==> src/rtl/mdom_wvb_pkg.sv <==
// rtl/mdom_wvb_pkg.sv - shared types and constants for the mDOM WVB acquisition sequencer
package mdom_wvb_pkg;

  localparam int CNST_W  = 12;
  localparam int TEST_W  = 12;
  localparam int POST_W  = 8;
  localparam int PRE_W   = 5;
  localparam int TIMER_W = 12;

  typedef enum logic [2:0] {
    ST_IDLE     = 3'd0,
    ST_PRE_FILL = 3'd1,
    ST_ARMED    = 3'd2,
    ST_POST     = 3'd3,
    ST_DONE     = 3'd4
  } state_e;

  localparam logic [1:0] TRIG_SRC_NONE = 2'b00;
  localparam logic [1:0] TRIG_SRC_DISC = 2'b01;
  localparam logic [1:0] TRIG_SRC_TEST = 2'b10;
  localparam logic [1:0] TRIG_SRC_CNST = 2'b11;

  // States in which the current ADC sample is written into the buffer
  function automatic logic writes_sample(input state_e s);
    return (s == ST_PRE_FILL) || (s == ST_ARMED) || (s == ST_POST);
  endfunction

endpackage

==> src/rtl/mdom_wvb_period_timer.sv <==
// rtl/mdom_wvb_period_timer.sv - free-running period timer, fires on count period-1
module mdom_wvb_period_timer
  import mdom_wvb_pkg::*;
(
  input  logic               clk,
  input  logic               rst_n,
  input  logic               en_i,
  input  logic [TIMER_W-1:0] period_i,
  output logic               fire_o
);

  logic [TIMER_W-1:0] cnt_q, cnt_d;
  logic [TIMER_W-1:0] per_q, per_eff;

  // The period is picked up only at count 0, so a new value lands on the next wrap
  always_comb begin
    per_eff = (cnt_q == '0) ? period_i : per_q;
    fire_o  = en_i && (per_eff != '0) && (cnt_q == per_eff - TIMER_W'(1));
    if (!en_i || fire_o || (per_eff == '0)) begin
      cnt_d = '0;
    end else begin
      cnt_d = cnt_q + TIMER_W'(1);
    end
  end

  always_ff @(posedge clk or negedge rst_n) begin
    if (!rst_n) begin
      cnt_q <= '0;
      per_q <= '0;
    end else begin
      cnt_q <= cnt_d;
      per_q <= en_i ? per_eff : '0;
    end
  end

endmodule

==> src/rtl/mdom_wvb_acq_ctrl.sv <==
// rtl/mdom_wvb_acq_ctrl.sv - WVB acquisition sequencer: pre-fill, trigger, post capture, event handshake
module mdom_wvb_acq_ctrl
  import mdom_wvb_pkg::*;
(
  input  logic              clk,
  input  logic              rst_n,
  input  logic [CNST_W-1:0] cnst_conf,
  input  logic [TEST_W-1:0] test_conf,
  input  logic [POST_W-1:0] post_conf,
  input  logic [PRE_W-1:0]  pre_conf,
  input  logic              arm,
  input  logic              trig_mode,
  input  logic              cnst_run,
  input  logic              disc_trig,
  input  logic              wvb_full,
  input  logic              evt_ack,
  output logic              wr_en,
  output logic              trig_out,
  output logic [1:0]        trig_src,
  output logic              evt_valid,
  output logic              test_pulse,
  output logic              drop,
  output logic              armed
);

  logic cnst_fire, test_fire;

  mdom_wvb_period_timer u_cnst_timer (
    .clk      (clk),
    .rst_n    (rst_n),
    .en_i     (arm),
    .period_i (cnst_conf),
    .fire_o   (cnst_fire)
  );

  mdom_wvb_period_timer u_test_timer (
    .clk      (clk),
    .rst_n    (rst_n),
    .en_i     (arm),
    .period_i (test_conf),
    .fire_o   (test_fire)
  );

  state_e            state_q, state_d;
  logic [POST_W-1:0] cnt_q, cnt_d;
  logic [POST_W-1:0] len_q, len_d;
  logic [1:0]        trig_src_q, trig_src_d;
  logic              wr_en_q, trig_out_q, evt_valid_q, test_pulse_q, drop_q, armed_q;
  logic              primary, cand, accept, drop_d;
  logic [1:0]        cand_src;

  always_comb begin
    primary  = trig_mode ? test_fire : disc_trig;
    cand     = primary | (cnst_run & cnst_fire);
    cand_src = primary ? (trig_mode ? TRIG_SRC_TEST : TRIG_SRC_DISC) : TRIG_SRC_CNST;

    state_d    = state_q;
    cnt_d      = cnt_q;
    len_d      = len_q;
    trig_src_d = trig_src_q;
    accept     = 1'b0;
    drop_d     = 1'b0;

    if (!arm) begin
      state_d = ST_IDLE;
      cnt_d   = '0;
    end else begin
      case (state_q)
        ST_IDLE: begin
          cnt_d   = '0;
          len_d   = POST_W'(pre_conf);
          state_d = (pre_conf == '0) ? ST_ARMED : ST_PRE_FILL;
        end
        ST_PRE_FILL: begin
          if (cnt_q == len_q - POST_W'(1)) begin
            cnt_d   = '0;
            state_d = ST_ARMED;
          end else begin
            cnt_d = cnt_q + POST_W'(1);
          end
        end
        ST_ARMED: begin
          if (cand && wvb_full) begin
            drop_d = 1'b1;
          end else if (cand) begin
            accept     = 1'b1;
            trig_src_d = cand_src;
            cnt_d      = '0;
            len_d      = post_conf;
            state_d    = (post_conf == '0) ? ST_DONE : ST_POST;
          end
        end
        ST_POST: begin
          if (cnt_q == len_q - POST_W'(1)) begin
            cnt_d   = '0;
            state_d = ST_DONE;
          end else begin
            cnt_d = cnt_q + POST_W'(1);
          end
        end
        ST_DONE: begin
          if (evt_ack) begin
            cnt_d   = '0;
            len_d   = POST_W'(pre_conf);
            state_d = (pre_conf == '0) ? ST_ARMED : ST_PRE_FILL;
          end
        end
        default: begin
          state_d = ST_IDLE;
          cnt_d   = '0;
        end
      endcase
    end
  end

  // Outputs are decoded from the next state so they line up with the state register
  always_ff @(posedge clk or negedge rst_n) begin
    if (!rst_n) begin
      state_q      <= ST_IDLE;
      cnt_q        <= '0;
      len_q        <= '0;
      trig_src_q   <= TRIG_SRC_NONE;
      wr_en_q      <= 1'b0;
      trig_out_q   <= 1'b0;
      evt_valid_q  <= 1'b0;
      test_pulse_q <= 1'b0;
      drop_q       <= 1'b0;
      armed_q      <= 1'b0;
    end else begin
      state_q      <= state_d;
      cnt_q        <= cnt_d;
      len_q        <= len_d;
      trig_src_q   <= trig_src_d;
      wr_en_q      <= writes_sample(state_d);
      trig_out_q   <= accept;
      evt_valid_q  <= (state_d == ST_DONE);
      test_pulse_q <= test_fire;
      drop_q       <= drop_d;
      armed_q      <= (state_d == ST_ARMED);
    end
  end

  assign wr_en      = wr_en_q;
  assign trig_out   = trig_out_q;
  assign trig_src   = trig_src_q;
  assign evt_valid  = evt_valid_q;
  assign test_pulse = test_pulse_q;
  assign drop       = drop_q;
  assign armed      = armed_q;

endmodule
==> config.mk <==
export PLATFORM = sky130hd
export DESIGN_NAME = mdom_wvb_acq_ctrl
export DESIGN_NICKNAME = d
export VERILOG_FILES = /design/src/rtl/mdom_wvb_pkg.sv /design/src/rtl/mdom_wvb_period_timer.sv /design/src/rtl/mdom_wvb_acq_ctrl.sv
export SDC_FILE = /design/constraint.sdc
export NUM_CORES = 1
export LEC_CHECK = 0
export ABC_AREA = 0
export BUFFER_PORTS_ARGS = -buffer_cell sky130_fd_sc_hd__buf_2
export CORE_UTILIZATION = 65
export CTS_CLUSTER_SIZE = 28
export DETAILED_ROUTE_END_ITERATION = 8
export PLACE_DENSITY = 0.87
export SLEW_MARGIN = 0
export SYNTH_ARGS = -nofsm -noshare
export SYNTH_HDL_FRONTEND = slang
export SYNTH_SLANG_ARGS = --single-unit
==> constraint.sdc <==
create_clock -name clk -period 7.65 [get_ports clk]
set_clock_uncertainty 0.2 [all_clocks]
set_input_delay 0.3825 -clock clk [delete_from_list [all_inputs] [get_ports clk]]
set_output_delay 0.3825 -clock clk [all_outputs]
set_load 0.03 [all_outputs]
# Yosys cells after proc, flatten, opt, wreduce, memory -nomap -nowiden
# Cells that the tools add are included.
[op_classes]
n_addsub = 6
eq_ne = 17
muxes = 35
n_bitwise = 3
reduce_logical = 26
[op_table]
columns = ["op", "count"]
rows = [
  ["$mux 12", 6],
  ["$mux 8", 8],
  ["$logic_not 12->1", 4],
  ["$pmux 8 s3", 2],
  ["$add 12x1->12 const B", 2],
  ["$eq 12x12->1", 2],
  ["$reduce_bool 12->1", 2],
  ["$sub 12x1->12 const B", 2],
  ["$mux 3", 7],
  ["$pmux 3 s5", 1],
  ["$eq 3x2->1 const B", 4],
  ["$ne 3x3->1 const B", 3],
  ["$add 8x1->8 const B", 1],
  ["$eq 8x8->1", 1],
  ["$logic_not 8->1", 1],
  ["$mux 1", 8],
  ["$sub 8x1->8 const B", 1],
  ["$eq 3x1->1 const B", 2],
  ["$eq 3x3->1 const B", 2],
  ["$logic_or 1x1->1", 6],
  ["$mux 2", 3],
  ["$ne 2x2->1 const B", 3],
  ["$logic_and 1x1->1", 5],
  ["$logic_not 5->1", 1],
  ["10 further kinds", 10],
]
[totals]
register_bits = 75
inputBits = 45
out_inout_bits = 8
wordCells = 101

# Logic depth before layout (Yosys ltp)
# Gate-level depths: netlist of run 1.
[logic_depth]
depth_word = 14
ltp_mapped = 18
mapped_depth_nobuf = 16

# By module
# From an unflattened synthesis of run 1, not the netlist that was laid out.
[hier_totals]
hier_cells = 623
area_unflattened_um2 = 5472.7
[modules_own_cells]
columns = ["module", "n_inst", "cells_each", "area_per_inst_um2", "seq_area_each_um2"]
rows = [
  ["mdom_wvb_period_timer at u_cnst_timer", 1, 216, 1971.9, 600.6],
  ["mdom_wvb_period_timer at u_test_timer", 1, 228, 1919.3, 600.6],
  ["mdom_wvb_acq_ctrl", 1, 179, 1581.5, 675.6],
]

# Least setup slack after synthesis of run 1
# No wires, ideal clock.
[synth_timing]
path_kind = "register -> register"
start = "reg u_test_timer.cnt_q[0]"
end = "reg len_q[2]"
setup_ns = 0.125
t_arrival_ns = 4.559
slack_ns = 2.766
stages_incl_launch_ff = 19
n_path_buf = 2
synth_period_minus_slack_ns = 4.884
cell_sequence = "dfrtp_1 -> inv_1 -> ha_1 -> or4b_4 -> nor3_4 -> buf_2 -> mux2i_1 -> ha_1 -> clkbuf_1 -> nand2b_1 -> o31a_1 -> nor3b_1 -> a21oi_1 -> or3_1 -> a2111oi_4 -> and3_4 -> o21bai_4 -> o21ai_4 -> mux2_2"
[synth_between]
elab_chain_len = 10
[synth_rtl]
columns = ["element", "line", "source"]
rows = [
  ["from (decl)", "mdom_wvb_period_timer.sv:12", "logic [TIMER_W-1:0] cnt_q, cnt_d;"],
  ["from (signal assigned)", "mdom_wvb_period_timer.sv:31", "cnt_q <= cnt_d;"],
  ["$logic_not 12->1", "mdom_wvb_period_timer.sv:17", "per_eff = (cnt_q == '0) ? period_i : per_q;"],
  ["$mux 12", "mdom_wvb_period_timer.sv:17", ""],
  ["$sub 12x1->12 or $reduce_bool 12->1 (tied branches)", "mdom_wvb_period_timer.sv:18", "fire_o = en_i && (per_eff != '0) && (cnt_q == per_eff - TIMER_W'(1));"],
  ["$eq 12x12->1 or $logic_and 1x1->1 (tied branches)", "mdom_wvb_period_timer.sv:18", ""],
  ["$logic_and 1x1->1 *", "mdom_wvb_period_timer.sv:18", ""],
  ["$mux 1 *", "mdom_wvb_acq_ctrl.sv:53", "primary = trig_mode ? test_fire : disc_trig;"],
  ["$or 1x1->1 *", "mdom_wvb_acq_ctrl.sv:54", "cand = primary | (cnst_run & cnst_fire);"],
  ["$logic_and 1x1->1", "mdom_wvb_acq_ctrl.sv:83", "if (cand && wvb_full) begin"],
  ["$ne 2x2->1 (no source line)", "--", ""],
  ["$reduce_and 5->1 (no source line) *", "--", ""],
  ["to (signal assigned)", "mdom_wvb_acq_ctrl.sv:132", "len_q <= len_d;"],
  ["to (decl)", "mdom_wvb_acq_ctrl.sv:46", "logic [POST_W-1:0] len_q, len_d;"],
]
# Mark *: on every way between the ends. The rest lies on a longest branch, timed or not.
# A chain may end at the register's enable or synchronous reset.

# Final worst setup path of run 1
[layout_timing]
start = "reg u_test_timer.cnt_q[0]"
end = "reg trig_src_q[1] (netlist: trig_src[1])"
[layout_between]
elab_chain_len = 10
[layout_rtl]
columns = ["element", "line", "source"]
rows = [
  ["$logic_not 12->1", "mdom_wvb_period_timer.sv:17", ""],
  ["$mux 12", "mdom_wvb_period_timer.sv:17", ""],
  ["$sub 12x1->12 or $reduce_bool 12->1 (tied branches)", "mdom_wvb_period_timer.sv:18", ""],
  ["$eq 12x12->1 or $logic_and 1x1->1 (tied branches)", "mdom_wvb_period_timer.sv:18", ""],
  ["$logic_and 1x1->1 *", "mdom_wvb_period_timer.sv:18", ""],
  ["$mux 1 *", "mdom_wvb_acq_ctrl.sv:53", ""],
  ["$or 1x1->1", "mdom_wvb_acq_ctrl.sv:54", ""],
  ["$logic_and 1x1->1", "mdom_wvb_acq_ctrl.sv:83", ""],
  ["$not 1->1 (no source line)", "--", ""],
  ["$reduce_and 4->1 (no source line)", "--", ""],
  ["to (signal assigned)", "mdom_wvb_acq_ctrl.sv:133", "trig_src_q <= trig_src_d;"],
  ["to (decl)", "mdom_wvb_acq_ctrl.sv:47", "logic [1:0] trig_src_q, trig_src_d;"],
]
# Marks and branches as above.

==> results of run 1 <==
-- flip-flops by register name, summed over array words and instances (netlist names), 2 cells and up --
register,flops
u_test_timer.cnt_q,12
cnt_q,8
u_cnst_timer.cnt_q,12
len_q,8
u_cnst_timer.per_q,12
u_test_timer.per_q,12
state_q,3
trig_src,2
-- metrics by stage --
step	area, sq um	utilization, %	hold WS, ps	power, mW
floorplan	5310	-	-113	0.828
global placement	5600	71.7	300	0.925
detailed placement	5600	71.7	306	0.935
CTS	5790	74.1	72.2	1.22
global route	5790	74.1	70.4	1.29
finish	5790	74.1	75.4	1.23
-- how the worst max path moves through the flow --
stage                                     start     endpoint  slack (ps)  cells past startpoint
after floorplan           u_test_timer.cnt_q[0]     len_q[2]        2770                     18
after global placement    u_test_timer.cnt_q[0]  trig_src[1]        2420                     16
after detailed placement  u_test_timer.cnt_q[0]  trig_src[1]        2200                     16
after CTS                 u_test_timer.cnt_q[0]  trig_src[1]        2180                     16
after global routing      u_test_timer.cnt_q[0]  trig_src[1]        1740                     16
final                     u_test_timer.cnt_q[0]  trig_src[1]        2160                     16
-- cells by family (layout without fill, tap and decap cells) --
group / Yosys count / after routing / synth area share (%)
fa+ha+maj: 8 / 8 / 1.89
compound gates: 99 / 99 / 15.2
flops: 75 / 75 / 35.4
simple gates: 265 / 265 / 26.9
buf+inv: 64 / 111 / 4.88
mux: 33 / 33 / 6.43
xor+xnor: 57 / 57 / 9.40
-- cell type report --
class	instances	area (sq um)
clock buffers	10	128
inverters	41	154
flip-flops and latches	75	1880
fillers	591	2020
clock inverters	6	48.8
repair buffers	54	280
well taps	102	128
multi-input cells	462	3170
-- worst max-delay path, stage by stage (launching register included) --
cell	delay (ps)
dfrtp_1	450
inv_1	110
ha_1	150
or4b_4	510
nor3_4	640
mux2i_1	370
ha_1	430
nand2b_1	120
o31a_1	270
nor3b_1	210
a21oi_1	60
or3_1	400
a2111oi_4	370
and3_4	270
o21bai_4	110
nor2_1	320
mux2_2	370
-- power by group through the flow --
stage                     clock, mW  sequential, mW  combinational [mW]
after global routing          0.306           0.487               0.500
final                         0.288           0.482               0.456
after detailed placement          0           0.488               0.447
after global placement            0           0.485               0.439
after CTS                     0.289           0.480               0.451
after floorplan                   0           0.477               0.351
-- cell usage after synthesis (9+ instances only) --
library cell,number
inv_1,41
mux2i_1,24
clkbuf_1,14
nor2b_1,12
xnor2_1,35
nand2_1,60
or4_1,11
nand4_1,18
mux2_2,9
a21boi_0,18
xor2_1,22
nand3_1,23
nor4_1,11
dfrtp_1,75
nor3_1,22
and3_1,12
nor2_1,51
a21oi_1,13
-- per-layer routing --
metal / vias up / routed length, um
li1: 2260 / -
met1: 2281 / 5750
met2: 228 / 5930
met3: 25 / 1020
met4: 0 / 248
met5: - / 0
-- repair_timing --
action	in CTS	in global routing
hold buffers	1	0
setup buffers	0	0
endpoints found under the hold margin	4	0
gates resized for setup	0	0
-- cell usage in the layout (no fill, tap or decap), types with 3 or more instances in the layout --
cell type   count
nor3_1         22
inv_1          41
o31a_1          3
and3_1         12
a21oi_1        13
o31ai_1         3
nor3b_1         7
nand3_1        23
nor2_1         51
xor2_1         22
a31oi_1         5
buf_2          51
o211a_1         3
mux2_2          9
o22ai_1         7
nand2_1        60
a21boi_0       18
clkinvlp_4      3
nor2b_1        12
or4_1          11
o21ai_0         8
and2_1          3
o211ai_1        4
ha_1            8
a32oi_1         3
xnor2_1        35
or3_1           8
clkbuf_8        9
inv_6           3
o311a_1         5
mux2i_1        24
nand4_1        18
dfrtp_1        75
o2bb2ai_1       3
nand2b_1        8
nor4_1         11
==> impl_metrics.ini, run 1 <==
[status]
status = finished, final reports clean

[synthesis]
synth-seq-cells = 75
synth_area_leaders = dfrtp_1, xnor2_1, mux2i_1
synth_flop_cell = dfrtp_1
synth_edf_count = 0
synth_area_sq_mm = 0.00531
ys_seq_area_share_pct = 35.4
synth.net_count = 654
asyncSetResetFlopFracSynth_pct = 100
syn-instance-count = 601
synth_top_cell_area_share_pct = 35.4
yosysWarnings = 0
synth_area_leader_cell = dfrtp_1
synthDistinctLibCells = 71
syn_area_per_cell_sq_um = 8.83

[worst_setup_path]
r2r-start = u_test_timer.cnt_q[0]
critPathKind = flop to flop
critPathRequiredTime_ps = 7690
crit_fanout = 17
critPathArrivalTime_ps = 5530
rr_worst_depth = 16
reg2reg_to = trig_src[1]
cp-end-kind = flop
r2r_slack_ps = 2160
worst_setup_path_start_kind = flop

[clock_network]
cts_buffers = 9
h-tree-depth = 3
clockRootBuffer = clkbuf_8
clock_latency_ps = 360
cts_tree = done
clkSlewWorstSetupHoldPaths_ps = 90
clk_path_buf_depth = 2
clock_sinks = 75

[layout]
finalNetCount = 696
syn_to_final_growth_pct = 9.03
layout.cells.non_filler = 750
drive_gt1_share_pct = 14.5
n_antenna_cell = 0

[min_path]
hold_start = post_conf[7]
hp-class = input pin to flop
min_delay_worst_endpoint = len_q[7]
whs_path_depth = 2

[power]
p_int_mw = 0.748
combPwrFrac_pct = 37.2
leakagePower_nw = 2.51
ir_worst_vdd_uv = 147
power.density_mw_per_mm2 = 212
seqPwrFrac_pct = 39.3
clkPwrFrac_pct = 23.5
p_switching_mw = 0.478
swShare_pct = 39.0

[sta]
finalSetupTns_ps = 0
hold_viol = 0
min_period_ps = 5490
fin_crit_sh_pct = 71.7
rsz0062_at_grt = false
fmax_mhz = 182
slew_viol_final = 0
finalSetupViolCount = 0
setup_slack_ps = 2160
worst_pin_slew_ps = 947
slew_headroom_pct = 36.8

[flow_run]
drv_cap = 0

[global_routing]
grt_antenna_before_repair = 0
use_met2_pct = 50.7
grt_pass1_vias = 4631
grt-busiest-layer = met2
grt_pass1_wl_um = 22000
grt_use_met3_pct = 5.50
gr-total-overflow = 0
grt.total_usage_pct = 32.3
grt_max_degree = 76
grtUsageMet1_pct = 45.2

[floorplan]
core_sq_mm = 0.00781
die_w_um = 92.4
chipHeight_um = 92.4
dieArea_sq_mm = 0.00853
rows = 32
ios = 53
start_util_pct = 68.0

[routing]
viasPerCell = 6.39
drc_errors = 0
num_vias = 4794
drt_pre_antenna_iters = 5
ant_nets = 0
drt-initial-drc-count = 465
routed_wl_um = 13000
wl_per_cell_um = 17.3

[place]
gp_congestion = 0.954
dp.cells = 733
io_buffers = 52
dpl.hpwl_um = 9470
place_ws_ps = 2200
(Power assumes the default switching activity.)
==> run 2: changes to the inputs <==
ABC_AREA = 1   (was 0)
CORE_UTILIZATION = 54   (was 65)
PLACE_DENSITY = 0.77   (was 0.87)
clock period = 4.85 ns   (was 7.65 ns; I/O delays follow)
==> run 2 against run 1 <==
Effect of this change:
- worst setup slack got worse by 1100 ps
- synthesized area rose by 1.7%
- highest routed layer unchanged
- combinational power rose by 54%
- hold slack got worse by 42 ps
- final area rose by 5.5%
- clock power rose by 100%
==> impl_metrics.ini, run 2 <==
[status]
status = finished, final reports clean

[sta]
fin_crit_sh_pct = 77.2
fmax_mhz = 267
finalSetupViolCount = 0
finalSetupTns_ps = 0
worst_pin_slew_ps = 1080
hold_viol = 0
slew_viol_final = 0
rsz0062_at_grt = false
min_period_ps = 3740
slew_headroom_pct = 27.5

[clock_network]
clock_latency_ps = 350
cts_buffers = 9
clkSlewWorstSetupHoldPaths_ps = 80
clockRootBuffer = clkbuf_8
h-tree-depth = 3
cts_resized = 0
cts_tree = done
clock_sinks = 75
clk_path_buf_depth = 2

[worst_setup_path]
critPathKind = flop to flop
critPathRequiredTime_ps = 4900
crit_slowest_cell = dfrtp_1
crit_fanout = 11
path_cells = inv_1, ha_1, nand2_2, nor2_4, nand2_2, nand2_1, nand2_2, ha_1, nand3_1, nand2_1, nand2_1, nand2_1, inv_1, nand3_1, nor3_2, nand4_1, nand3_2, nand2_4, nand2_4, nand3_4, nand2_1, nand2_1
crit_top_cell = nand2_1
cp-end-kind = flop
cp_top_family = simple AND/OR/NAND/NOR gates
slowest_delay_ps = 410
path_buf_inv = 2
worst_setup_path_start_kind = flop
critPathArrivalTime_ps = 3790

[min_path]
hp-class = input pin to flop

[layout]
multiInputGateArea_sq_mm = 0.00301
final_cell_mix = nand2_1, inv_1, nor2_1
finalNetCount = 898
post-route-util_pct = 62.7
drive_gt1_share_pct = 15.5
n_antenna_cell = 0
syn_to_final_growth_pct = 13.1
regArea_sq_mm = 0.00188
n_fill_cell = 910
final_common_cell = nand2_1

[global_routing]
grt_antenna_before_repair = 0
grt_pass1_vias = 5006
grt_max_degree = 76
grt_pass1_wl_um = 21600
gr-total-overflow = 0
grt.total_usage_pct = 26.6

[floorplan]
core_sq_mm = 0.00973
ios = 53
dieArea_sq_mm = 0.0104
rows = 36
die_w_um = 102
start_util_pct = 55.5
chipHeight_um = 102

[synthesis]
synthDistinctLibCells = 43
asyncSetResetFlopFracSynth_pct = 100
syn_area_per_cell_sq_um = 6.90
synth_area_sq_mm = 0.00540
synth_area_leader_cell = dfrtp_1
yosys.cell_count.top_type = nand2_1
syn-instance-count = 782
ys_seq_area_share_pct = 34.8
synth_flop_cell = dfrtp_1
synth.net_count = 835
synth_top_cell_area_share_pct = 34.8
synth_commonest_cells = nand2_1, inv_1, nor2_1, dfrtp_1, nand3_1
yosysWarnings = 0
synth_area_leaders = dfrtp_1, nand2_1, inv_1
synth_edf_count = 0
synth-seq-cells = 75

[flow_run]
drv_cap = 0

[routing]
wl_met1_um = 5600
drc_errors = 0
met2WireLength_um = 6100
routed.top_layer = met4
viasPerCell = 5.23
routed_wl_um = 12700
num_vias = 5139
ant_nets = 0
wl_per_cell_um = 12.9
met3WireLength_um = 638
drt_pre_antenna_iters = 5
drt-initial-drc-count = 232

[power]
p_int_mw = 1.26
clkPwrFrac_pct = 29.2
power.density_mw_per_mm2 = 327
ir_worst_vdd_uv = 139
p_switching_mw = 0.738
combPwrFrac_pct = 35.3
seqPwrFrac_pct = 35.5
swShare_pct = 37.0
leakagePower_nw = 3.27

[place]
gp_congestion = 0.901
io_buffers = 52
dpl.hpwl_um = 9750
-- run 2: routing by layer --
layer	vias up	global-route usage, %
met5	-	0
met4	0	14.3
met3	34	4.65
met2	152	46.5
met1	2360	31.0
li1	2593	-
-- run 2: kinds of logic after synthesis --
group / Yosys count / share of synthesized area (%)
AO/OA/AOI/OAI: 28 / 2.97
XOR/XNOR: 27 / 4.38
adder cells (fa/ha/maj): 8 / 1.85
buffers and inverters: 131 / 9.48
flip-flops: 75 / 34.8
AND/OR/NAND/NOR: 513 / 46.5
-- run 2: final timing paths --
path | startpoint | end | slack [ps] | depth (start not counted)
worst max-delay path | u_test_timer.cnt_q[0] | len_q[3] | 1110 | 22
worst min-delay path | disc_trig | trig_src[1] | 30 | 4
worst max register to register | u_test_timer.cnt_q[0] | len_q[3] | 1110 | 22
worst min register to register | u_test_timer.cnt_q[0] | u_test_timer.cnt_q[0] | 290 | 1
max in group asynchronous | rst_n | u_test_timer.cnt_q[6] | 3450 | 2
min in group asynchronous | rst_n | u_cnst_timer.per_q[3] | 390 | 2
-- run 2: power groups by stage --
stage                     combinational (mW)  sequential (mW)  clock [mW]
after floorplan                        0.535            0.721           0
after global placement                 0.668            0.718           0
after detailed placement               0.693            0.721           0
after CTS                              0.703            0.708       0.592
after global routing                   0.794            0.715       0.619
final                                  0.704            0.709       0.583
-- run 2: cell type report --
type | count | share of cell area [%]
Inverter | 123 | 7.58
Timing Repair Buffer | 60 | 5.62
Clock buffer | 13 | 2.93
Tap cell | 133 | 2.73
Clock inverter | 3 | 1.11
Sequential cell | 75 | 30.7
Multi-Input combinational cell | 576 | 49.3
-- run 2: per-stage QoR --
step | instances | area, sq um | setup slack [ps] | hold WS [ps] | power [mW]
3_5_place_dp | 959 | 5780 | 1130 | 259 | 1.41
5_1_grt | 983 | 6100 | 787 | 75.8 | 2.13
2_1_floorplan | 782 | 5400 | 1780 | -253 | 1.26
6_report | 983 | 6100 | 1110 | 33.0 | 2.00
3_3_place_gp | 959 | 5780 | 1300 | 248 | 1.39
4_1_cts | 983 | 6100 | 1080 | 16.4 | 2.00
-- run 2: tightest hold or removal path, stage by stage --
cell and delay (ps):
buf_2 70, inv_1 30, nor2_1 110, o21ai_1 90
-- run 2: timing repair --
| item | in CTS | in global routing |
|---|---|---|
| endpoints found under the setup margin | 0 | 0 |
| hold endpoints to repair | 82 | 0 |
| buffers inserted | 0 | 0 |
| hold buffers | 8 | 0 |
